==> config.mk <==
export PLATFORM = sky130hd
export DESIGN_NAME = div_iter
export DESIGN_NICKNAME = d
export VERILOG_FILES = /design/src/rtl/div_iter_pkg.sv /design/src/rtl/div_iter_step.sv /design/src/rtl/div_iter.sv
export SDC_FILE = /design/constraint.sdc
export NUM_CORES = 1
export LEC_CHECK = 0
export ABC_AREA = 1
export CAP_MARGIN = 20
export CORE_ASPECT_RATIO = 0.5
export CORE_UTILIZATION = 56
export CTS_BUF_LIST = sky130_fd_sc_hd__clkbuf_16
export DETAILED_ROUTE_END_ITERATION = 10
export PLACE_DENSITY = 0.89
export SYNTH_ARGS = -nofsm -noshare
export SYNTH_HDL_FRONTEND = slang
export SYNTH_SLANG_ARGS = --single-unit
export TNS_END_PERCENT = 20
==> constraint.sdc <==
create_clock -name clk -period 6.4 [get_ports clk]
set_clock_uncertainty 0.05 [all_clocks]
set_input_delay 1.28 -clock clk [delete_from_list [all_inputs] [get_ports clk]]
set_output_delay 1.28 -clock clk [all_outputs]
set_load 0.01 [all_outputs]
==> src/rtl/div_iter_pkg.sv <==
// div_iter_pkg: shared types for the iterative divider.
//   i1 / i32 / i64 : scalar and word typedefs used across the execute stage
//   div_state_t    : divider FSM states (IDLE, BUSY, DONE), 2-bit encoding
//   cnt_width()    : iteration counter width for a given operand width
package div_iter_pkg;

  typedef logic        i1;
  typedef logic [31:0] i32;
  typedef logic [63:0] i64;

  typedef enum logic [1:0] {
    IDLE = 2'd0,
    BUSY = 2'd1,
    DONE = 2'd2
  } div_state_t;

  // Wide enough to count 0..WIDTH inclusive.
  function automatic int cnt_width(input int w);
    return $clog2(w) + 1;
  endfunction

endpackage

==> src/rtl/div_iter_step.sv <==
// div_iter_step: one combinational radix-2 restoring division step.
//   r        : current partial remainder
//   q        : quotient shift register (dividend bits still enter from its MSB)
//   divisor  : divisor magnitude
//   r_next   : partial remainder after this step
//   q_next   : q shifted left with the new quotient bit in bit 0
module div_iter_step #(
  parameter int WIDTH = 32
) (
  input  logic [WIDTH-1:0] r,
  input  logic [WIDTH-1:0] q,
  input  logic [WIDTH-1:0] divisor,
  output logic [WIDTH-1:0] r_next,
  output logic [WIDTH-1:0] q_next
);

  logic [WIDTH:0] r_shift;
  logic [WIDTH:0] diff;
  logic           fits;

  always_comb begin
    // Keep the remainder's MSB: with a divisor above 2^(WIDTH-1) the shifted
    // remainder can need WIDTH+1 bits before the subtraction.
    r_shift = {r, q[WIDTH-1]};
    diff    = r_shift - {1'b0, divisor};
    // Because r < divisor is maintained, diff stays below 2^WIDTH whenever
    // the subtraction is valid, so the top bit is a pure borrow flag.
    fits    = ~diff[WIDTH];
    r_next  = fits ? diff[WIDTH-1:0] : r_shift[WIDTH-1:0];
    q_next  = {q[WIDTH-2:0], fits};
  end

endmodule

==> src/rtl/div_iter.sv <==
// div_iter: multi-cycle unsigned radix-2 restoring divider.
//   clk    : rising-edge clock
//   reset  : asynchronous active-high reset
//   valid  : request, held high by the requester while the divide is wanted
//   a, b   : dividend / divisor magnitudes (latched when the operation starts)
//   done   : one-cycle pulse, c holds the finished result
//   c      : {remainder, quotient}, registered, held between operations
//   busy   : high while iterating
// Optional build macro DIV_EARLY_OUT_EN: b==0 or a<b finish straight from
// IDLE without iterating; results are identical, only latency changes.
module div_iter
  import div_iter_pkg::*;
#(
  parameter int WIDTH = 32
) (
  input  logic               clk,
  input  logic               reset,
  input  logic               valid,
  input  logic [WIDTH-1:0]   a,
  input  logic [WIDTH-1:0]   b,
  output logic               done,
  output logic [2*WIDTH-1:0] c,
  output logic               busy
);

  localparam int CNT_W = cnt_width(WIDTH);

  div_state_t       state;
  logic [WIDTH-1:0] r;
  logic [WIDTH-1:0] q;
  logic [WIDTH-1:0] divisor;
  logic [CNT_W-1:0] count;
  logic [WIDTH-1:0] r_next;
  logic [WIDTH-1:0] q_next;

  div_iter_step #(.WIDTH(WIDTH)) u_step (
    .r       (r),
    .q       (q),
    .divisor (divisor),
    .r_next  (r_next),
    .q_next  (q_next)
  );

  always_ff @(posedge clk or posedge reset) begin
    if (reset) begin
      state   <= IDLE;
      done    <= 1'b0;
      busy    <= 1'b0;
      c       <= '0;
      r       <= '0;
      q       <= '0;
      divisor <= '0;
      count   <= '0;
    end else begin
      done <= 1'b0;
      case (state)
        IDLE: begin
          if (valid) begin
            q       <= a;
            divisor <= b;
            r       <= '0;
            count   <= '0;
            state   <= BUSY;
            busy    <= 1'b1;
`ifdef DIV_EARLY_OUT_EN
            // Trivial cases: quotient is all ones (b==0) or zero (a<b), and
            // the remainder is a in both.
            if (b == '0 || a < b) begin
              c     <= {a, {WIDTH{b == '0}}};
              state <= DONE;
              busy  <= 1'b0;
              done  <= 1'b1;
            end
`endif
          end
        end
        BUSY: begin
          if (!valid) begin
            // Requester withdrew: abandon silently, c untouched.
            state <= IDLE;
            busy  <= 1'b0;
          end else begin
            r     <= r_next;
            q     <= q_next;
            count <= count + CNT_W'(1);
            if (count == CNT_W'(WIDTH - 1)) begin
              c     <= {r_next, q_next};
              state <= DONE;
              busy  <= 1'b0;
              done  <= 1'b1;
            end
          end
        end
        DONE: begin
          state <= IDLE;
        end
        default: begin
          state <= IDLE;
          busy  <= 1'b0;
        end
      endcase
    end
  end

endmodule
==> metrics.yaml <==
grt_usage_pct: 29.9
post-dp-hpwl_um: 18300
overflow: 0
critical_path_required_ps: 6670
clk_pin_slew_ps: 70
synth_ff_type: "dfrtp_1"
worst_slew_pin_slew_ps: 950
yosysMostFrequentCell: "nand2_1"
drt-total-wl_um: 26300
gp_congestion: 1.03
fin_crit_ps: 3810
status: "finished, final reports clean"
syn_inst: 1380
period_share_pct: 59.6
drc: 0
layout-drive-gt1-share_pct: 4.60
finalMaxSlewViolations: 0
ctsHtreeMaxLevel: 4
hold_viol: 0
antenna_cells: 0
instances_no_fill: 1728
finalSetupTns_ps: 0
antenna_found_initial: 0
worst-setup-path-type: "flip-flop to flip-flop"
wl_per_cell_um: 15.2
cts_tree: "built"
synth_top_area_share_pct: 43.0
ys_warn_count: 0
startpoint_type: "flip-flop"
drt_first_pass_iters: 5
num_rows: 33
p_leak_nw: 6.47
cts_resized: 0
cts_max_path_buffers: 2
cts_sinks: 170
dp_cells: 1695
syn2layout_area_growth_pct: 20.7
ir_worst_vdd_uv: 226
initial_core_util_pct: 58.8
drtAntennaViolNets: 0
hold_buffers: 0
ys_seq_area_share_pct: 43.0
fmax_mhz: 262
async_flop_share_pct: 100
fp.dieW_um: 190
syn-num-nets: 1481
syn_avg_cell_area_um2: 7.17
avgViaCountPerCell: 5.38
vias: 9289
rsz0062_at_grt: "no"
critical_path_peak_fanout: 94
arrival_ps: 4080
synth_common_cells: "nand2_1 (502), inv_1 (214), dfrtp_1 (170), o21ai_0 (93), nand3_1 (85)"
worstSkewPairLatency_ps: 440
io_pins: 133
worstHoldPathType: "flip-flop to flip-flop"
grt_max_degree: 95
coreArea_um2: 16800
setup_viol: 0
grt_pass1_vias: 8775
cap_violations: 0
io_buffer_count: 132
grt_pass1_wl_um: 42700
post_cts_buffers: 0
drt_first_iter_violations: 825
synth.largest_area_cell: "dfrtp_1"
yosysUniqueCellTypes: 40
netlist_area_um2: 9890
fin_nets: 1590
slew_headroom_pct: 36.6
die_h_um: 96.0
endpoint_kind: "flip-flop"
die_area_um2: 18200
synth_edf_count: 0
root_buffer: "clkbuf_16"
synthTopCellsByArea: "dfrtp_1 (43%), nand2_1 (19%), inv_1 (8.1%)"
numCtsBuffers: 17
synth_seq_cells: 170
p_per_area_nw_per_um2: 245
## cells in the final DEF, fill, tap and decap left out, types with 3 or more instances in the layout
cell type / netlist / layout
nand2_2: 10 / 10
ha_1: 33 / 33
nor2_4: 2 / 3
nand3b_1: 24 / 24
clkdlybuf4s50_1: 0 / 132
clkbuf_16: 0 / 17
nor2_1: 44 / 43
dfrtp_1: 170 / 170
a21oi_1: 51 / 51
inv_6: 0 / 6
and3_1: 3 / 3
buf_4: 2 / 5
o21ai_0: 93 / 93
inv_1: 214 / 215
nor2_2: 3 / 3
clkinvlp_4: 0 / 4
nand3_1: 85 / 85
o21ai_1: 32 / 32
and2_1: 5 / 5
nand2_1: 502 / 502
nor3_1: 10 / 10
nand4_1: 9 / 9
nand2_4: 4 / 4
inv_2: 6 / 6
xnor2_1: 14 / 14
## critical path: stages (launching register included)
cell and delay, ps:
dfrtp_1 680, buf_16 230, inv_2 50, nor2_4 480, inv_2 160, nor2_8 500, inv_2 180, nor2_8 540
inv_2 50, buf_4 420, nand2_1 210, nand2_1 80
## through the flow
| stage | hold WS [ps] | cell area (um^2) | power (mW) | utilization [%] | setup slack [ps] |
|---|---|---|---|---|---|
| finish | 430 | 11900 | 2.92 | 71.0 | 2590 |
| global route | 461 | 11900 | 3.06 | 71.0 | 2330 |
| CTS | 434 | 11900 | 2.91 | 70.7 | 2350 |
| detailed placement | 414 | 11300 | 1.87 | 67.3 | 2360 |
| global placement | 415 | 11300 | 1.84 | 67.3 | 2480 |
| floorplan | 396 | 9890 | 1.67 | - | 467 |
## layout make-up
class | count | area (um^2)
clock buffer | 17 | 425
tap | 227 | 284
sequential | 170 | 4250
timing repair buffer | 139 | 1410
multi-input combinational | 941 | 4580
clock inverter | 14 | 146
fill | 1341 | 4870
inverter | 220 | 831
## report_power, final
part / switching (mW) / internal (mW)
clock: 0.466 / 0.575
combinational: 0.435 / 0.235
sequential: 0.0400 / 1.17
total: 0.941 / 1.98
## layer usage
| metal | wire (um) | up-vias | global-route usage, % |
|---|---|---|---|
| li1 | - | 4519 | - |
| met1 | 11900 | 4345 | 41.6 |
| met2 | 11600 | 386 | 47.6 |
| met3 | 2310 | 39 | 6.05 |
| met4 | 439 | 0 | 9.01 |
| met5 | 0 | - | 0 |
## state kept, by name (all words and copies together), names as in the netlist
name     cells
done         1
divisor     32
busy         1
q           32
c           64
state        2
count        6
r           32
## path summary, 6_finish.rpt
| kind | startpoint | endpoint | slack, ps | depth (start not counted) |
|---|---|---|---|---|
| min in group asynchronous | reset | c[32] | 1180 | 2 |
| max reg2reg | state[0] | c[54] | 2590 | 11 |
| min reg2reg | c[42] | c[42] | 430 | 2 |
| min | c[42] | c[42] | 430 | 2 |
| max | state[0] | c[54] | 2590 | 11 |
| max in group asynchronous | reset | r[20] | 3830 | 3 |
## kinds of logic after synthesis
group / share of synthesized area [%]
compound gates: 9.78
xor+xnor: 1.42
fa+ha+maj: 4.38
buf+inv: 10.8
flops: 43.0
simple gates: 30.6
No activity file was read; power rests on OpenSTA's default activity.
